<file path="src/rtl/cache_req_arbiter_if.sv">
// Requester A/B and cache command bus for cache_req_arbiter.
// slave = arbiter view, master = requesters plus cache view.
interface cache_req_arbiter_if #(
    parameter int ADDR_W = 16,
    parameter int DATA_W = 16
);
    logic              a_req;
    logic              a_we;
    logic [ADDR_W-1:0] a_addr;
    logic [DATA_W-1:0] a_wdata;
    logic              a_ack;
    logic [DATA_W-1:0] a_rdata;
    logic              a_err;

    logic              b_req;
    logic              b_we;
    logic [ADDR_W-1:0] b_addr;
    logic [DATA_W-1:0] b_wdata;
    logic              b_ack;
    logic [DATA_W-1:0] b_rdata;
    logic              b_err;

    logic              c_req;
    logic              c_we;
    logic [ADDR_W-1:0] c_addr;
    logic [DATA_W-1:0] c_wdata;
    logic              c_done;
    logic [DATA_W-1:0] c_rdata;
    logic              c_hit;

    modport slave (
        input  a_req, a_we, a_addr, a_wdata,
        output a_ack, a_rdata, a_err,
        input  b_req, b_we, b_addr, b_wdata,
        output b_ack, b_rdata, b_err,
        output c_req, c_we, c_addr, c_wdata,
        input  c_done, c_rdata, c_hit
    );

    modport master (
        output a_req, a_we, a_addr, a_wdata,
        input  a_ack, a_rdata, a_err,
        output b_req, b_we, b_addr, b_wdata,
        input  b_ack, b_rdata, b_err,
        input  c_req, c_we, c_addr, c_wdata,
        output c_done, c_rdata, c_hit
    );
endinterface

</file>
<file path="src/rtl/cache_req_arbiter.sv">
// Round-robin two-requester front end for a single-ported cache.
// Optional hit/miss/timeout counters: define CACHE_ARB_STATS_EN.
module cache_req_arbiter #(
    parameter int TIMEOUT = 255,
    parameter int ADDR_W  = 16,
    parameter int DATA_W  = 16
) (
    input  logic clk,
    input  logic reset,
    cache_req_arbiter_if.slave bus
`ifdef CACHE_ARB_STATS_EN
    ,
    output logic [15:0] hit_cnt,
    output logic [15:0] miss_cnt,
    output logic [15:0] tmo_cnt
`endif
);
    typedef enum logic [1:0] {IDLE, ISSUE, WAIT, RESP} state_t;

    state_t            state;
    logic              last_b;
    logic              gnt_b;
    logic              win_b;
    logic [15:0]       wd;
    logic              done_acc;
    logic              tmo_hit;
    logic [DATA_W-1:0] rd_cap;

    logic              c_req_q;
    logic              c_we_q;
    logic [ADDR_W-1:0] c_addr_q;
    logic [DATA_W-1:0] c_wdata_q;
    logic              a_ack_q;
    logic              b_ack_q;
    logic              a_err_q;
    logic              b_err_q;
    logic [DATA_W-1:0] a_rdata_q;
    logic [DATA_W-1:0] b_rdata_q;

    assign win_b    = bus.b_req & (~bus.a_req | ~last_b);
    assign done_acc = (state == WAIT) & bus.c_done;
    assign tmo_hit  = (state == WAIT) & ~bus.c_done
                    & (wd == 16'(TIMEOUT - 1));
    assign rd_cap   = (done_acc & ~c_we_q) ? bus.c_rdata : '0;

    assign bus.c_req   = c_req_q;
    assign bus.c_we    = c_we_q;
    assign bus.c_addr  = c_addr_q;
    assign bus.c_wdata = c_wdata_q;
    assign bus.a_ack   = a_ack_q;
    assign bus.a_err   = a_err_q;
    assign bus.a_rdata = a_rdata_q;
    assign bus.b_ack   = b_ack_q;
    assign bus.b_err   = b_err_q;
    assign bus.b_rdata = b_rdata_q;

    // Arbitration FSM with registered cache command and responses
    always_ff @(posedge clk) begin
        if (reset) begin
            state     <= IDLE;
            last_b    <= 1'b1;
            gnt_b     <= 1'b0;
            wd        <= '0;
            c_req_q   <= 1'b0;
            c_we_q    <= 1'b0;
            c_addr_q  <= '0;
            c_wdata_q <= '0;
            a_ack_q   <= 1'b0;
            b_ack_q   <= 1'b0;
            a_err_q   <= 1'b0;
            b_err_q   <= 1'b0;
            a_rdata_q <= '0;
            b_rdata_q <= '0;
        end else begin
            unique case (state)
                IDLE: begin
                    if (bus.a_req | bus.b_req) begin
                        gnt_b     <= win_b;
                        c_req_q   <= 1'b1;
                        c_we_q    <= win_b ? bus.b_we : bus.a_we;
                        c_addr_q  <= win_b ? bus.b_addr : bus.a_addr;
                        c_wdata_q <= win_b ? bus.b_wdata : bus.a_wdata;
                        state     <= ISSUE;
                    end
                end
                ISSUE: begin
                    c_req_q <= 1'b0;
                    wd      <= '0;
                    state   <= WAIT;
                end
                WAIT: begin
                    if (done_acc | tmo_hit) begin
                        c_we_q    <= 1'b0;
                        c_addr_q  <= '0;
                        c_wdata_q <= '0;
                        if (gnt_b) begin
                            b_ack_q   <= 1'b1;
                            b_err_q   <= tmo_hit;
                            b_rdata_q <= rd_cap;
                        end else begin
                            a_ack_q   <= 1'b1;
                            a_err_q   <= tmo_hit;
                            a_rdata_q <= rd_cap;
                        end
                        state <= RESP;
                    end else begin
                        wd <= wd + 16'd1;
                    end
                end
                RESP: begin
                    a_ack_q   <= 1'b0;
                    b_ack_q   <= 1'b0;
                    a_err_q   <= 1'b0;
                    b_err_q   <= 1'b0;
                    a_rdata_q <= '0;
                    b_rdata_q <= '0;
                    last_b    <= gnt_b;
                    state     <= IDLE;
                end
                default: state <= IDLE;
            endcase
        end
    end

`ifdef CACHE_ARB_STATS_EN
    // Saturating hit/miss/timeout statistics
    always_ff @(posedge clk) begin
        if (reset) begin
            hit_cnt  <= '0;
            miss_cnt <= '0;
            tmo_cnt  <= '0;
        end else begin
            if (done_acc && bus.c_hit && hit_cnt != 16'hFFFF)
                hit_cnt <= hit_cnt + 16'd1;
            if (done_acc && !bus.c_hit && miss_cnt != 16'hFFFF)
                miss_cnt <= miss_cnt + 16'd1;
            if (tmo_hit && tmo_cnt != 16'hFFFF)
                tmo_cnt <= tmo_cnt + 16'd1;
        end
    end
`endif
endmodule

</file>
<file path="src/flat_wrapper.sv">
// flat-port wrapper written by rule: the top's interface ports become plain ports
module cache_req_arbiter_flat 
#(
    parameter int TIMEOUT = 255,
    parameter int ADDR_W  = 16,
    parameter int DATA_W  = 16
)
  (clk, reset, bus_a_req, bus_a_we, bus_a_addr, bus_a_wdata, bus_a_ack, bus_a_rdata, bus_a_err, bus_b_req, bus_b_we, bus_b_addr, bus_b_wdata, bus_b_ack, bus_b_rdata, bus_b_err, bus_c_req, bus_c_we, bus_c_addr, bus_c_wdata, bus_c_done, bus_c_rdata, bus_c_hit);
  cache_req_arbiter_if #(.ADDR_W(ADDR_W), .DATA_W(DATA_W)) bus_i ();
  input  logic clk;
  input  logic reset;
  input wire logic [$bits(bus_i.a_req)-1:0] bus_a_req;
  input wire logic [$bits(bus_i.a_we)-1:0] bus_a_we;
  input wire logic [$bits(bus_i.a_addr)-1:0] bus_a_addr;
  input wire logic [$bits(bus_i.a_wdata)-1:0] bus_a_wdata;
  output wire logic [$bits(bus_i.a_ack)-1:0] bus_a_ack;
  output wire logic [$bits(bus_i.a_rdata)-1:0] bus_a_rdata;
  output wire logic [$bits(bus_i.a_err)-1:0] bus_a_err;
  input wire logic [$bits(bus_i.b_req)-1:0] bus_b_req;
  input wire logic [$bits(bus_i.b_we)-1:0] bus_b_we;
  input wire logic [$bits(bus_i.b_addr)-1:0] bus_b_addr;
  input wire logic [$bits(bus_i.b_wdata)-1:0] bus_b_wdata;
  output wire logic [$bits(bus_i.b_ack)-1:0] bus_b_ack;
  output wire logic [$bits(bus_i.b_rdata)-1:0] bus_b_rdata;
  output wire logic [$bits(bus_i.b_err)-1:0] bus_b_err;
  output wire logic [$bits(bus_i.c_req)-1:0] bus_c_req;
  output wire logic [$bits(bus_i.c_we)-1:0] bus_c_we;
  output wire logic [$bits(bus_i.c_addr)-1:0] bus_c_addr;
  output wire logic [$bits(bus_i.c_wdata)-1:0] bus_c_wdata;
  input wire logic [$bits(bus_i.c_done)-1:0] bus_c_done;
  input wire logic [$bits(bus_i.c_rdata)-1:0] bus_c_rdata;
  input wire logic [$bits(bus_i.c_hit)-1:0] bus_c_hit;
  assign bus_i.a_req = bus_a_req;
  assign bus_i.a_we = bus_a_we;
  assign bus_i.a_addr = bus_a_addr;
  assign bus_i.a_wdata = bus_a_wdata;
  assign bus_a_ack = bus_i.a_ack;
  assign bus_a_rdata = bus_i.a_rdata;
  assign bus_a_err = bus_i.a_err;
  assign bus_i.b_req = bus_b_req;
  assign bus_i.b_we = bus_b_we;
  assign bus_i.b_addr = bus_b_addr;
  assign bus_i.b_wdata = bus_b_wdata;
  assign bus_b_ack = bus_i.b_ack;
  assign bus_b_rdata = bus_i.b_rdata;
  assign bus_b_err = bus_i.b_err;
  assign bus_c_req = bus_i.c_req;
  assign bus_c_we = bus_i.c_we;
  assign bus_c_addr = bus_i.c_addr;
  assign bus_c_wdata = bus_i.c_wdata;
  assign bus_i.c_done = bus_c_done;
  assign bus_i.c_rdata = bus_c_rdata;
  assign bus_i.c_hit = bus_c_hit;
  cache_req_arbiter #(.TIMEOUT(TIMEOUT), .ADDR_W(ADDR_W), .DATA_W(DATA_W)) u_core (.clk(clk), .reset(reset), .bus(bus_i));
endmodule
</file>
<file path="config.mk">
export PLATFORM = sky130hd
export DESIGN_NAME = cache_req_arbiter_flat
export DESIGN_NICKNAME = d
export VERILOG_FILES = /design/src/rtl/cache_req_arbiter_if.sv /design/src/rtl/cache_req_arbiter.sv /design/src/flat_wrapper.sv
export SDC_FILE = /design/constraint.sdc
export NUM_CORES = 1
export LEC_CHECK = 0
export CAP_MARGIN = 15
export CORE_MARGIN = 4
export CORE_UTILIZATION = 46
export DETAILED_ROUTE_END_ITERATION = 7
export PLACE_DENSITY_LB_ADDON = 0.3
export SLEW_MARGIN = 25
export SYNTH_ARGS = -nofsm -noshare
export SYNTH_HDL_FRONTEND = slang
export SYNTH_SLANG_ARGS = --single-unit
</file>
<file path="constraint.sdc">
create_clock -name clk -period 2.12 [get_ports clk]
set_input_delay 0.318 -clock clk [delete_from_list [all_inputs] [get_ports clk]]
set_output_delay 0.318 -clock clk [all_outputs]
set_load 0.1 [all_outputs]
</file>
==> results.py <==
metrics = {
    "drt": {
        "wl_um": 12300,
        "route.met2.wl_um": 6030,
        "first_pass_iters": 4,
        "wl_per_cell_um": 15.6,
        "routed-wl-met3_um": 917,
        "top_layer_used": "met4",
        "first_iter_violations": 212,
        "vias_per_cell": 5.43,
        "drt.antenna.violating_nets": 0,
        "wl_met1_um": 5270,
        "drc": 0,
        "via_count": 4298,
    },
    "global_route": {
        "antenna_found_initial": 0,
        "grt_max_degree": 53,
        "gr-total-overflow": 0,
        "grt_pass1_vias": 4170,
        "grt_pass1_wl_um": 19800,
        "grtUsageTotal_pct": 20.9,
    },
    "cells_and_area": {
        "final_area_sq_um": 6350,
        "register_area_sq_um": 1800,
        "layout-drive-gt1-share_pct": 23.0,
        "nets": 752,
        "multiInputGateArea_sq_um": 2550,
        "nFillCells": 777,
        "syn2layout_area_growth_pct": 40.2,
        "diodes": 0,
        "final_core_util_pct": 67.4,
    },
    "logic_synthesis": {
        "synth_cells": 511,
        "synth_top_family_by_area": "simple AND/OR/NAND/NOR gates",
        "synth-compound-area-share_pct": 12.5,
        "async_reset_ff_share_pct": 0,
        "synth_edf_count": 0,
        "synthFlopType": "dfxtp_1",
        "ys_ff_latch": 90,
        "syn_nets": 606,
        "ys_types": 41,
        "yosysWarnings": 0,
        "syn-cell-area_sq_um": 4530,
        "synth_mux_area_share_pct": 17.7,
        "synth_fa_ha_area_share_pct": 1.93,
        "syn-mean-instance-area_sq_um": 8.86,
        "synth_xor_area_share_pct": 0,
        "synthSimpleGateAreaFrac_pct": 23.4,
        "ys_seq_area_share_pct": 39.8,
    },
    "sta": {
        "hold-worst-slack_ps": 418,
        "hold_viol_final": 0,
        "rsz0062_at_grt": "no",
        "post-route-min-period_ps": 1900,
        "finClkSkew_ps": 13.2,
        "period_share_pct": 89.6,
        "max_slew_margin_pct": 66.5,
        "fmax_ghz": 0.526,
        "worstMarginPinSlew_ps": 503,
        "setup_violations": 0,
        "tns_ps": 0,
        "final-max-slew-violation-count": 0,
    },
    "floorplanning": {
        "die_w_um": 107,
        "start_util_pct": 48.1,
        "ios": 158,
        "core_area_sq_um": 9420,
        "rows": 35,
        "die-area_sq_um": 11500,
        "die_y_um": 107,
    },
    "placed_design": {
        "io_buffers": 156,
        "place_area_sq_um": 6090,
        "dp_hpwl_um": 8850,
        "gp_congestion": 0.835,
    },
    "clocking": {
        "cts.sinks": 90,
        "clock_path_buffers": 2,
        "clk_latency_ps": 370,
        "cts_buffers": 9,
        "cts_tree": "yes",
        "clkSlewWorstSetupHoldPaths_ps": 90,
        "root_buffer": "clkbuf_8",
        "postCtsSetupBuffers": 0,
        "h-tree-depth": 3,
    },
    "pwr": {
        "power_density_nw_per_um2": 1130,
        "peakVddDrop_mv": 0.834,
        "finalPower_w": 0.00715,
        "p_leak_nw": 2.59,
    },
    "setup_path": {
        "r2r-end": "u_core.wd[15]",
        "end_kind": "flop",
        "path_max_fanout": 10,
        "r2r-start": "u_core.state[0]",
        "setup.worst_path.start": "u_core.state[0]",
        "critPathRequiredTime_ps": 2420,
        "crit_path_end": "u_core.wd[15]",
        "crit_path_start_kind": "flop",
        "rrSetupSlack_ps": 220,
        "path_class": "reg2reg",
        "arrival_ps": 2200,
        "r2r.worst_path.cells": 6,
    },
    "worst_hold_path": {
        "min_path_type": "in2reg",
    },
    "outcome": {
        "outcome": "finished clean",
    },
    "run": {
        "cap_violations": 0,
    },
}
==> worst min-delay path by stage <==
stage,from,endpoint,slack [ps],depth (start not counted)
2_1_floorplan,u_core.wd[7],u_core.wd[7],440,2
3_3_place_gp,u_core.wd[7],u_core.wd[7],460,2
3_5_place_dp,u_core.bus.a_ack,u_core.bus.a_ack,470,2
4_1_cts,reset,u_core.gnt_b,400,2
5_1_grt,reset,u_core.gnt_b,450,2
6_report,reset,u_core.gnt_b,420,2
==> synth_stat cells (5+ instances only) <==
| library cell | instances | share of area, % |
|---|---|---|
| a21oi_1 | 10 | 1.1 |
| or4_1 | 6 | 0.99 |
| nand2b_1 | 41 | 5.7 |
| clkbuf_1 | 26 | 2.2 |
| o21ai_0 | 38 | 4.2 |
| mux2i_1 | 43 | 9.5 |
| nand4_1 | 6 | 0.83 |
| nand3_1 | 42 | 4.6 |
| nand2_1 | 62 | 5.1 |
| a31oi_1 | 33 | 4.6 |
| or3_1 | 9 | 1.2 |
| nor2_1 | 8 | 0.66 |
| buf_2 | 6 | 0.66 |
| dfxtp_1 | 90 | 40 |
| mux2_2 | 33 | 8.2 |
| o31ai_1 | 5 | 0.83 |
| inv_1 | 6 | 0.50 |
| ha_1 | 7 | 1.9 |
==> cell families (layout without fill, tap and decap cells) <==
logic type / after synthesis / count (layout)
flip-flops: 90 / 90
adder cells (fa/ha/maj): 7 / 7
AO/OA/AOI/OAI: 96 / 96
multiplexers: 76 / 76
AND/OR/NAND/NOR: 197 / 197
buffers and inverters: 45 / 196
==> stage by stage <==
| step | std cells | setup WS [ps] |
|---|---|---|
| 6_report | 791 | 220 |
| 5_1_grt | 791 | 72.3 |
| 4_1_cts | 791 | 64.0 |
| 3_5_place_dp | 775 | 34.4 |
| 3_3_place_gp | 775 | 138 |
| 2_1_floorplan | 511 | 365 |
==> power by group <==
group | total, W | internal, W | switching [W]
Combinational | 0.00360 | 0.00104 | 0.00256
Clock | 0.00144 | 0.000793 | 0.000646
Sequential | 0.00211 | 0.00193 | 0.000182
Total | 0.00715 | 0.00376 | 0.00339
==> cells in the final DEF, fill, tap and decap left out, types with 5 or more instances in the layout <==
cell type / netlist / final
ha_1: 7 / 6
or3_1: 9 / 9
inv_1: 6 / 6
a21oi_1: 10 / 10
dfxtp_1: 90 / 90
nand4_1: 6 / 6
nand3_1: 42 / 42
clkdlybuf4s50_1: 0 / 85
mux2i_1: 43 / 43
nand2b_1: 41 / 40
nor2_1: 8 / 6
or4_1: 6 / 6
buf_4: 1 / 84
a31oi_1: 33 / 33
nand2_1: 62 / 62
mux2_2: 33 / 33
o21ai_0: 38 / 38
o31ai_1: 5 / 5
clkbuf_8: 0 / 9
==> layer usage <==
| metal | vias to the layer above | GRT usage [%] |
|---|---|---|
| li1 | 2124 | - |
| met1 | 2014 | 26.0 |
| met2 | 150 | 35.9 |
| met3 | 10 | 5.72 |
| met4 | 0 | 5.21 |
| met5 | - | 0 |
==> worst max-delay path: stages, from the launching register on <==
cell	delay (ps)
dfxtp_1	350
inv_1	120
ha_2	330
and2b_1	200
nand3_1	170
or4_1	510
a21oi_1	150
==> timing repair <==
item / 4_1_cts / 5_1_grt
endpoints found under the setup margin: 0 / 41
resized for setup: 0 / 2
hold buffers: 0 / 0
==> layout make-up <==
cell class	count	share of cell area [%]
Clock buffer	9	1.95
Sequential cell	90	28.4
Tap cell	129	2.54
Timing Repair Buffer	174	24.7
Inverter	6	0.355
Multi-Input combinational cell	376	40.1
Clock inverter	7	1.95
==> registers in the layout, summed over array words and instances, names as in the netlist <==
register	flops
u_core.bus.c_req	1
u_core.wd	16
u_core.bus.b_err	1
u_core.bus.b_rdata	16
u_core.gnt_b	1
u_core.bus.a_rdata	16
u_core.bus.a_ack	1
u_core.state	2
u_core.bus.c_wdata	16
u_core.last_b	1
u_core.bus.b_ack	1
u_core.bus.c_addr	16
u_core.bus.a_err	1
u_core.bus.c_we	1
(Power assumes the default switching activity.)
